[config.mk]
export PLATFORM = sky130hd
export DESIGN_NAME = bcd_tick_counter
export DESIGN_NICKNAME = d
export VERILOG_FILES = /design/src/rtl/bcd_tick_counter.sv
export SDC_FILE = /design/constraint.sdc
export NUM_CORES = 1
export LEC_CHECK = 0
export CAP_MARGIN = 15
export CORE_MARGIN = 4
export CORE_UTILIZATION = 51
export DETAILED_ROUTE_END_ITERATION = 6
export GPL_TIMING_DRIVEN = 0
export HOLD_SLACK_MARGIN = 0.05
export PLACE_DENSITY_LB_ADDON = 0.08
export SETUP_SLACK_MARGIN = 0.02
export SLEW_MARGIN = 20
export SYNTH_ARGS = -nofsm -noshare
export SYNTH_HDL_FRONTEND = slang
export SYNTH_SLANG_ARGS = --single-unit
[constraint.sdc]
create_clock -name clk -period 5.15 [get_ports clk]
set_clock_uncertainty 0.15 [all_clocks]
set_input_delay 1.03 -clock clk [delete_from_list [all_inputs] [get_ports clk]]
set_output_delay 1.03 -clock clk [all_outputs]
set_load 0.1 [all_outputs]
[src/rtl/bcd_tick_counter.sv]
// Two-digit packed-BCD up/down counter clocked on the falling edge of clk.
// Counts one step per tick, wraps at MAX_BCD, and supports a validated load.
module bcd_tick_counter #(
  parameter logic [7:0] MAX_BCD = 8'h99
) (
  input  logic       clk,
  input  logic       clear,
  input  logic       tick,
  input  logic       up_dn,
  input  logic       load,
  input  logic [7:0] load_val,
  output logic [3:0] ones,
  output logic [3:0] tens,
  output logic       carry,
  output logic       borrow,
  output logic       load_err,
  output logic       zero
);

  logic [3:0] ones_q, ones_d;
  logic [3:0] tens_q, tens_d;
  logic       carry_q, carry_d;
  logic       borrow_q, borrow_d;
  logic       load_err_q, load_err_d;

  logic       load_ok;
  logic       at_max;
  logic       at_zero;

  // For well-formed BCD the binary order of the packed byte equals the numeric order.
  assign load_ok = (load_val[7:4] <= 4'd9) && (load_val[3:0] <= 4'd9) &&
                   (load_val <= MAX_BCD);
  assign at_max  = ({tens_q, ones_q} == MAX_BCD);
  assign at_zero = ({tens_q, ones_q} == 8'h00);

  always_comb begin
    ones_d     = ones_q;
    tens_d     = tens_q;
    carry_d    = 1'b0;
    borrow_d   = 1'b0;
    load_err_d = 1'b0;
    if (load) begin
      if (load_ok) begin
        {tens_d, ones_d} = load_val;
      end else begin
        {tens_d, ones_d} = 8'h00;
        load_err_d       = 1'b1;
      end
    end else if (tick) begin
      if (up_dn) begin
        if (at_max) begin
          {tens_d, ones_d} = 8'h00;
          carry_d          = 1'b1;
        end else if (ones_q == 4'd9) begin
          ones_d = 4'd0;
          tens_d = tens_q + 4'd1;
        end else begin
          ones_d = ones_q + 4'd1;
        end
      end else begin
        if (at_zero) begin
          {tens_d, ones_d} = MAX_BCD;
          borrow_d         = 1'b1;
        end else if (ones_q == 4'd0) begin
          ones_d = 4'd9;
          tens_d = tens_q - 4'd1;
        end else begin
          ones_d = ones_q - 4'd1;
        end
      end
    end
  end

  always_ff @(negedge clk or negedge clear) begin
    if (!clear) begin
      ones_q     <= 4'd0;
      tens_q     <= 4'd0;
      carry_q    <= 1'b0;
      borrow_q   <= 1'b0;
      load_err_q <= 1'b0;
    end else begin
      ones_q     <= ones_d;
      tens_q     <= tens_d;
      carry_q    <= carry_d;
      borrow_q   <= borrow_d;
      load_err_q <= load_err_d;
    end
  end

  assign ones     = ones_q;
  assign tens     = tens_q;
  assign carry    = carry_q;
  assign borrow   = borrow_q;
  assign load_err = load_err_q;
  assign zero     = at_zero;

endmodule

==> results of run 1 <==
==> per-stage QoR <==
stage | std cells | total power [mW] | hold slack, ns | instance area, µm²
2_1_floorplan | 109 | 0.293 | 0.870 | 965
3_3_place_gp | 157 | 0.348 | 0.447 | 1230
3_5_place_dp | 157 | 0.351 | 0.451 | 1230
4_1_cts | 168 | 0.418 | 0.449 | 1300
5_1_grt | 168 | 0.438 | 0.462 | 1300
6_report | 168 | 0.415 | 0.448 | 1300
==> power by group <==
group | switching, mW | internal [mW] | leakage (nW)
logic | 0.163 | 0.0798 | 0.383
clock network | 0.0276 | 0.0300 | 0.0150
registers | 0.0159 | 0.0985 | 0.143
==> per-layer routing <==
metal | up-vias | share of wire (%)
li1 | 480 | -
met1 | 440 | 47
met2 | 45 | 44
met3 | 0 | 8.8
met4 | 0 | 0
met5 | - | 0
==> worst max-delay path, delay by kind of cell (launching register included) <==
kind,cells,cell delay [ns]
adder cells (fa/ha/maj),1,0.13
AND/OR/NAND/NOR,2,0.57
flip-flops,1,0.39
buffers and inverters,2,0.32
==> worst max path at each step <==
stage                end  cells past startpoint
floorplan           zero                      4
global placement    zero                      5
detailed placement  zero                      5
CTS                 zero                      5
global route        zero                      5
finish              zero                      5
==> what timing repair did <==
item / CTS / global route
resized for setup: 46 / 4
buffers inserted: 7 / 0
pin swaps: 2 / 2
setup endpoints to repair: 13 / 5
==> final cells by class <==
class | instances | area, µm² | share of cell area [%]
well taps | 25 | 31.3 | 2.41
flip-flops and latches | 11 | 275 | 21.2
multi-input cells | 87 | 641 | 49.4
clock buffers | 4 | 26.3 | 2.03
inverters | 6 | 22.5 | 1.74
repair buffers | 30 | 274 | 21.1
plain buffers | 5 | 26.3 | 2.03
==> layout by cell type, fill, tap and decap left out, types with 2 or more instances in the layout <==
master and n:
dfrtn_1 11, clkdlybuf4s50_1 10, o21ai_0 9, nand2_1 8, buf_4 7, nand2b_1 6, ha_1 6, clkbuf_1 5
a21oi_1 5, nor2_1 5, o211ai_1 5, clkdlybuf4s15_2 5, inv_1 4, nand3_1 4, clkbuf_4 4, nand4_1 3
buf_2 3, inv_2 2, or3b_4 2, nor3b_1 2, nand3b_1 2, nor2b_1 2, and3_1 2, xnor2_1 2
o22ai_1 2, or2_2 2, a32o_1 2, a22o_1 2, o31ai_1 2, dlygate4sd2_1 2
==> cells by family (layout without fill, tap and decap cells) <==
kind of cell	after synthesis	count (layout)	share of synthesized area, %
compound gates	36	36	28.6
xor+xnor	2	2	1.86
fa+ha+maj	7	7	9.31
buf+inv	11	45	5.19
flops	11	11	29.3
mux	1	1	1.06
simple gates	41	41	24.7
==> registers in the layout, summed over array words and instances (netlist names) <==
signal    cells
load_err      1
carry         1
ones          4
borrow        1
tens          4
==> flow_metrics.py, run 1 <==
metrics = {
    "run_status": {
        "outcome": "finished, violations left",
        "violations": "negative setup slack",
    },
    "route": {
        "wl_mm": 2.45,
        "ant_nets": 0,
        "drt_iter0_markers": 28,
        "drt_pass1_iterations": 4,
        "viasPerCell": 5.74,
        "vias": 965,
        "drc_errors": 0,
        "post_drt_wl_per_cell_um": 14.6,
    },
    "global_route": {
        "antenna_found_initial": 0,
        "top_usage_layer": "met2",
        "grtUsageTotal_pct": 20.4,
        "grt_max_degree": 12,
        "grtUsageMet1_pct": 29.4,
        "grt_first_pass_wirelength_mm": 4.05,
        "globalRouteMet2Util_pct": 29.6,
        "use_met3_pct": 2.92,
        "grt.overflow.total": 0,
        "grt_pass1_vias": 879,
    },
    "sta": {
        "slew_violations": 0,
        "slew_headroom_pct": 36.4,
        "setup-violations-final": 2,
        "tns_ns": -0.529,
        "setup_ws_ns": -0.290,
        "finalHoldViolations": 0,
        "tightest_slew_ns": 0.958,
        "rsz0062_at_grt": "true",
    },
    "synthesis": {
        "synth_seq_cells": 11,
        "synth_most_common_cell": "dfrtn_1",
        "ys_async_sr_fraction_pct": 100,
        "ys_seq_area_share_pct": 29.3,
        "synth-edff-count": 0,
        "yosysTopAreaCell": "dfrtn_1",
        "synthesis.nets": 129,
        "yosysTopAreaCellShare_pct": 29.3,
        "syn_avg_cell_area_um2": 8.63,
        "synth_ff_type": "dfrtn_1",
        "yosysWarnings": 0,
        "synth_commonest_cells": "dfrtn_1, o21ai_0, nand2_1, ha_1",
        "syn_inst": 109,
        "synthTopCellsByArea": "dfrtn_1, ha_1, o21ai_0, nand2b_1, o211ai_1",
        "yosysUniqueCellTypes": 37,
        "syn_area_um2": 941,
    },
    "setup_path": {
        "crit_path_start_kind": "flip-flop",
        "worst_setup_path_end_kind": "output port",
        "cp_data_required_time_ns": 3.97,
        "worstPathMaxFanout": 3,
        "startpoint": "ones[0]",
        "path_cells": "inv_2, ha_4, or3b_4, nor3_4, buf_12",
        "arrival_ns": 4.26,
        "slowest_stage": "dfrtn_1",
        "reg2reg_depth": 7,
        "r2r_start": "ones[0]",
        "r2r_end": "tens[2]",
        "ff2ff_setup_slack_ns": 3.11,
        "critical-path-max-stage-delay_ns": 0.39,
        "critPathKind": "reg2out",
    },
    "power": {
        "p_leak_nw": 0.540,
        "ir_worst_vdd_uv": 310,
        "power_density_nw_per_um2": 320,
    },
    "die": {
        "rows": 15,
        "core_area_um2": 1750,
        "start_util_pct": 53.9,
        "die-area_um2": 2600,
        "ios": 25,
        "die_h_um": 51.0,
        "fp.dieW_um": 51.0,
    },
    "placement": {
        "pre_cts_ws_ns": -1.04,
        "io_buffers": 23,
        "globalplace.congestion": 0.849,
        "dp_hpwl_mm": 1.81,
    },
    "clocking": {
        "cts_sinks": 11,
        "insertion_delay_ns": 0.27,
        "clock_path_buffers": 2,
        "htree_levels": 1,
        "cts-root-buf": "clkbuf_4",
        "tritoncts": "yes",
        "cts_hold_buffers": 0,
        "clk_pin_slew_worst_paths_ns": 0.05,
        "cts_buffers": 3,
    },
    "layout": {
        "fin_nets": 164,
        "drive_above_1_share_pct": 23.1,
        "fill_cells": 143,
        "antennaDiodeCount": 0,
        "utilization_pct": 74.3,
        "area_delta_synth_final_pct": 37.8,
    },
    "min_path": {
        "worstHoldStart": "tens[1]",
        "whs_endpoint": "tens[1]",
        "min-delay-path-class": "reg2reg",
        "min_path_cells": 1,
    },
    "flow_run": {
        "cap_violations": 0,
    },
}
Note: power is estimated with default switching activity, not from simulation.
==> run 2: changes to the inputs <==
--- a/config.mk
+++ b/config.mk
@@ -12,7 +12,7 @@
 export GPL_TIMING_DRIVEN = 0
 export HOLD_SLACK_MARGIN = 0.05
 export PLACE_DENSITY_LB_ADDON = 0.08
-export SETUP_SLACK_MARGIN = 0.02
+export SETUP_SLACK_MARGIN = 0.1
 export SLEW_MARGIN = 20
 export SYNTH_ARGS = -nofsm -noshare
 export SYNTH_HDL_FRONTEND = slang
==> constraint.sdc (replaced) <==
create_clock -name clk -period 5.15 [get_ports clk]
set_clock_uncertainty 0.15 [all_clocks]
set_input_delay 1.03 -clock clk [delete_from_list [all_inputs] [get_ports clk]]
set_output_delay 1.03 -clock clk [all_outputs]
set_load 0.02 [all_outputs]
==> flow_metrics.py, run 2 (synthesized netlist as in run 1, its figures left out) <==
metrics = {
    "run_status": {
        "outcome": "finished, violations left",
        "violations": "negative setup slack",
    },
    "global_route": {
        "grt_max_degree": 12,
        "grt_pass1_vias": 874,
        "antenna_found_initial": 0,
        "grt.overflow.total": 0,
        "grt_first_pass_wirelength_mm": 4.04,
        "grtUsageTotal_pct": 20.3,
    },
    "sta": {
        "slew_violations": 0,
        "setup-violations-final": 1,
        "setup_ws_ns": -0.146,
        "tightest_slew_ns": 0.498,
        "rsz0062_at_grt": "true",
        "slew_headroom_pct": 66.7,
        "finalHoldViolations": 0,
    },
    "flow_run": {
        "cap_violations": 0,
    },
    "power": {
        "power_density_nw_per_um2": 260,
        "p_leak_nw": 0.584,
        "p_clk_share_pct": 16.6,
        "switching_share_pct": 38.3,
        "p_seq_share_pct": 32.9,
        "p_comb_share_pct": 50.5,
        "ir_worst_vdd_uv": 181,
        "p_int_mw": 0.213,
        "total_power_mw": 0.346,
        "power_switching_mw": 0.132,
    },
    "clocking": {
        "clk_pin_slew_worst_paths_ns": 0.05,
        "clock_path_buffers": 2,
        "cts_sinks": 11,
        "cts_buffers": 3,
        "cts_hold_buffers": 0,
        "insertion_delay_ns": 0.27,
        "htree_levels": 1,
        "tritoncts": "yes",
        "cts-root-buf": "clkbuf_4",
    },
    "layout": {
        "multiInputGateArea_um2": 641,
        "utilization_pct": 76.1,
        "area_delta_synth_final_pct": 41.2,
        "fill_cells": 142,
        "seq_area_um2": 275,
        "final_common_cell": "clkdlybuf4s50_1",
        "finalNonFillerCells": 172,
        "fin_nets": 168,
        "drive_above_1_share_pct": 18.4,
        "final_cell_area_um2": 1330,
        "antennaDiodeCount": 0,
        "mostFrequentLayoutCells": "clkdlybuf4s50_1, dfrtn_1, buf_4, o21ai_0",
    },
    "min_path": {
        "min-delay-path-class": "reg2reg",
        "worstHoldStart": "tens[1]",
        "min_path_cells": 1,
        "whs_endpoint": "tens[1]",
    },
    "placement": {
        "place_area_um2": 1230,
        "pre_cts_ws_ns": -0.513,
        "globalplace.congestion": 0.849,
        "dp_cells": 157,
        "dp_hpwl_mm": 1.81,
        "io_buffers": 23,
    },
    "route": {
        "drc_errors": 0,
        "drt_pass1_iterations": 4,
        "post_drt_wl_per_cell_um": 14.2,
        "vias": 970,
        "drt_iter0_markers": 28,
        "wl_mm": 2.45,
        "ant_nets": 0,
        "viasPerCell": 5.64,
    },
    "setup_path": {
        "cp_data_required_time_ns": 3.97,
        "r2r_start": "ones[0]",
        "arrival_ns": 4.12,
        "critPathKind": "reg2out",
        "ff2ff_setup_slack_ns": 3.14,
        "worst_setup_path_end_kind": "output port",
        "crit_path_start_kind": "flip-flop",
        "worstPathMaxFanout": 2,
        "reg2reg_depth": 7,
        "r2r_end": "tens[2]",
    },
    "die": {
        "fp.dieW_um": 51.0,
        "ios": 25,
        "die-area_um2": 2600,
        "start_util_pct": 53.9,
        "rows": 15,
        "core_area_um2": 1750,
        "die_h_um": 51.0,
    },
}
run 2: cell types whose count changed in the layout (fill, tap and decap cells not counted):
cell / before / now
buf_2: 3 / 0
buf_4: 7 / 11
clkbuf_4: 4 / 3
dlygate4sd2_1: 2 / 8
clkbuf_2: 1 / 0
buf_6: 1 / 2
dlymetal6s2s_1: 0 / 1
clkdlybuf4s50_1: 10 / 13
clkdlybuf4s15_2: 5 / 0
buf_12: 1 / 0
run 2: area by class of cell:
| class | count | share of cell area (%) |
|---|---|---|
| Tap cell | 25 | 2.35 |
| Multi-Input combinational cell | 87 | 48.2 |
| Buffer | 5 | 1.98 |
| Timing Repair Buffer | 34 | 23.1 |
| Clock buffer | 4 | 1.98 |
| Inverter | 6 | 1.69 |
| Sequential cell | 11 | 20.7 |
run 2: critical path, cell delays in order (launching register included):
cell	delay [ns]
dfrtn_1	0.38
inv_2	0.09
ha_4	0.12
or3b_4	0.39
nor3_4	0.14
buf_6	0.14
run 2: repair_timing:
action / CTS / global route
endpoints found under the setup margin: 13 / 2
resized for setup: 14 / 1
buffers inserted: 7 / 4
pin swaps: 2 / 2
run 2: stage by stage:
step	setup TNS [ns]	hold slack, ns
floorplan	0	0.508
global placement	-2.07	0.447
detailed placement	-2.19	0.451
CTS	-0.216	0.444
global route	-0.190	0.462
finish	-0.146	0.456
run 2: per-layer routing:
layer	vias to the layer above	global-route usage [%]	wire [µm]	share of wire [%]
met5	-	0	0	0
li1	489	-	-	-
met2	42	28.3	1050	43
met3	2	2.62	196	8.0
met1	437	30.5	1180	48
met4	0	9.42	21	0.86
run 2: power groups by stage:
stage | combinational, mW | clock (mW) | sequential (mW)
after detailed placement | 0.158 | 0 | 0.118
after global placement | 0.155 | 0 | 0.117
after CTS | 0.167 | 0.0599 | 0.114
final | 0.174 | 0.0575 | 0.114
after floorplan | 0.0908 | 0 | 0.128
after global routing | 0.189 | 0.0626 | 0.115
run 2: worst max path at each step:
stage | from | to | slack [ns] | cells after the start
2_1_floorplan | ones[0] | zero | 0.02 | 4
3_3_place_gp | ones[0] | zero | -0.50 | 5
3_5_place_dp | ones[0] | zero | -0.51 | 5
4_1_cts | ones[0] | zero | -0.22 | 5
5_1_grt | ones[0] | zero | -0.19 | 5
6_report | ones[0] | zero | -0.15 | 5
==> run 3: changes to the inputs <==
--- a/config.mk
+++ b/config.mk
@@ -5,9 +5,10 @@
 export SDC_FILE = /design/constraint.sdc
 export NUM_CORES = 1
 export LEC_CHECK = 0
+export ABC_AREA = 1
 export CAP_MARGIN = 15
 export CORE_MARGIN = 4
-export CORE_UTILIZATION = 51
+export CORE_UTILIZATION = 52
 export DETAILED_ROUTE_END_ITERATION = 6
 export GPL_TIMING_DRIVEN = 0
 export HOLD_SLACK_MARGIN = 0.05
==> flow_metrics.py, run 3 <==
metrics = {
    "layout": {
        "fin_nets": 204,
        "final_common_cell": "nand2_1",
        "antennaDiodeCount": 0,
        "area_delta_synth_final_pct": 41.8,
        "final_cell_area_um2": 1380,
        "drive_above_1_share_pct": 24.6,
        "fill_cells": 130,
        "mostFrequentLayoutCells": "nand2_1, nand3_1, nor2_1, buf_4, clkdlybuf4s50_1",
        "utilization_pct": 79.2,
    },
    "run_status": {
        "violations": "negative setup slack",
        "outcome": "finished, violations left",
    },
    "setup_path": {
        "worst_setup_path_end_kind": "output port",
        "r2r_end": "tens[3]",
        "arrival_ns": 3.99,
        "r2r_start": "ones[0]",
        "worstPathMaxFanout": 4,
        "crit_path_start_kind": "flip-flop",
        "reg2reg_depth": 9,
        "cp_data_required_time_ns": 3.97,
        "ff2ff_setup_slack_ns": 3.35,
        "critPathKind": "reg2out",
    },
    "power": {
        "ir_worst_vdd_uv": 196,
        "total_power_mw": 0.461,
        "p_leak_nw": 0.729,
        "power_density_nw_per_um2": 333,
    },
    "synthesis": {
        "synth_ff_type": "dfrtn_1",
        "synth_commonest_cells": "nand2_1, nand3_1, nor2_1, inv_1, dfrtn_1",
        "yosysTopAreaCell": "dfrtn_1",
        "synth-edff-count": 0,
        "syn_area_um2": 975,
        "syn_avg_cell_area_um2": 6.91,
        "yosysUniqueCellTypes": 23,
        "yosysTopAreaCellShare_pct": 28.2,
        "synthesis.nets": 161,
        "synthTopCellsByArea": "dfrtn_1, nand2_1, ha_1, nand3_1, nand2_4",
        "ys_async_sr_fraction_pct": 100,
        "syn_inst": 141,
        "ys_seq_area_share_pct": 28.2,
        "synth_seq_cells": 11,
        "synth_most_common_cell": "nand2_1",
        "yosysWarnings": 0,
    },
    "clocking": {
        "htree_levels": 1,
        "insertion_delay_ns": 0.28,
        "cts_buffers": 3,
        "tritoncts": "yes",
        "clk_pin_slew_worst_paths_ns": 0.05,
        "clock_path_buffers": 2,
        "cts-root-buf": "clkbuf_4",
        "cts_sinks": 11,
        "cts_hold_buffers": 0,
    },
    "route": {
        "drt_pass1_iterations": 4,
        "ant_nets": 0,
        "drt_iter0_markers": 36,
        "vias": 1137,
        "drc_errors": 0,
        "wl_mm": 3.07,
        "post_drt_wl_per_cell_um": 14.8,
        "viasPerCell": 5.47,
    },
    "die": {
        "ios": 25,
        "die-area_um2": 2630,
        "fp.dieW_um": 51.3,
        "die_h_um": 51.3,
        "rows": 15,
        "core_area_um2": 1750,
        "start_util_pct": 55.8,
    },
    "global_route": {
        "grt_max_degree": 12,
        "grt_pass1_vias": 937,
        "antenna_found_initial": 0,
        "grt.overflow.total": 0,
        "grt_first_pass_wirelength_mm": 4.04,
        "grtUsageTotal_pct": 20.6,
    },
    "flow_run": {
        "cap_violations": 0,
    },
    "sta": {
        "slew_headroom_pct": 69.1,
        "rsz0062_at_grt": "true",
        "slew_violations": 0,
        "setup_ws_ns": -0.0198,
        "finalHoldViolations": 0,
        "hold_ws_ns": 0.460,
        "tightest_slew_ns": 0.461,
        "tns_ns": -0.0198,
        "setup-violations-final": 1,
    },
    "placement": {
        "io_buffers": 24,
        "dp_hpwl_mm": 1.94,
        "place_area_um2": 1250,
        "globalplace.congestion": 0.878,
    },
    "min_path": {
        "whs_endpoint": "ones[3]",
        "min-delay-path-class": "reg2reg",
        "min_path_cells": 2,
        "worstHoldStart": "ones[3]",
    },
}
==> run 3: cell types whose count changed after synthesis, moves of 5 or more <==
cell	previous run	this run
nand2_1	8	36
nand2_4	0	5
nor2_1	5	15
nand3_1	4	17
nand2b_1	6	0
inv_2	0	6
o21ai_0	9	2
inv_1	6	14
==> run 3: power breakdown <==
group | total (mW) | switching (mW) | internal, mW | leakage [nW]
clock | 0.0598 | 0.0298 | 0.0300 | 0.0150
combinational | 0.270 | 0.156 | 0.114 | 0.575
sequential | 0.131 | 0.0260 | 0.105 | 0.139
total | 0.461 | 0.212 | 0.249 | 0.729
==> run 3: cell type report <==
type / instances / area, µm² / area share, %
clock buffers: 4 / 26.3 / 1.90
multi-input cells: 109 / 633 / 45.8
inverters: 21 / 81.3 / 5.88
well taps: 25 / 31.3 / 2.26
repair buffers: 38 / 335 / 24.3
flip-flops and latches: 11 / 275 / 19.9
==> run 3: kinds of logic (layout without fill, tap and decap cells) <==
group | after synthesis | count (layout) | share of synthesized area, %
xor+xnor | 3 | 3 | 2.70
simple gates | 86 | 86 | 43.9
compound gates | 13 | 13 | 7.83
buf+inv | 21 | 63 | 8.34
fa+ha+maj | 7 | 7 | 8.99
flops | 11 | 11 | 28.2
==> run 3: per-layer routing <==
layer	vias up	wire length, µm	share of wire (%)	GRT usage, %
li1	535	-	-	-
met1	535	1230	40	26.4
met2	59	1500	49	32.6
met3	8	259	8.4	2.33
met4	0	78	2.5	13.1
met5	-	0	0	0
==> run 3: worst max path at each step <==
stage,start,endpoint,depth (start not counted)
after floorplan,ones[0],zero,6
after global placement,ones[0],zero,7
after detailed placement,ones[0],zero,7
after CTS,tens[1],zero,7
after global routing,tens[0],zero,7
final,tens[1],zero,7
==> run 3: what timing repair did <==
action                                  CTS  global route
buffers inserted                          5             9
pin swaps                                 1             1
gates resized for setup                  14             6
endpoints found under the setup margin    9             3
==> run 3: per-stage QoR <==
stage	instances	setup slack, ns
global placement	190	-0.336
floorplan	141	0.118
detailed placement	190	-0.376
CTS	199	-0.00810
finish	208	-0.0198
global route	208	-0.0977
==> run 3: critical path: stages (launching register included) <==
cell and delay (ns):
dfrtn_1 0.37, inv_2 0.09, ha_2 0.19, nand2_1 0.06, nor2_1 0.13, nand2_2 0.10, inv_1 0.06, buf_4 0.13
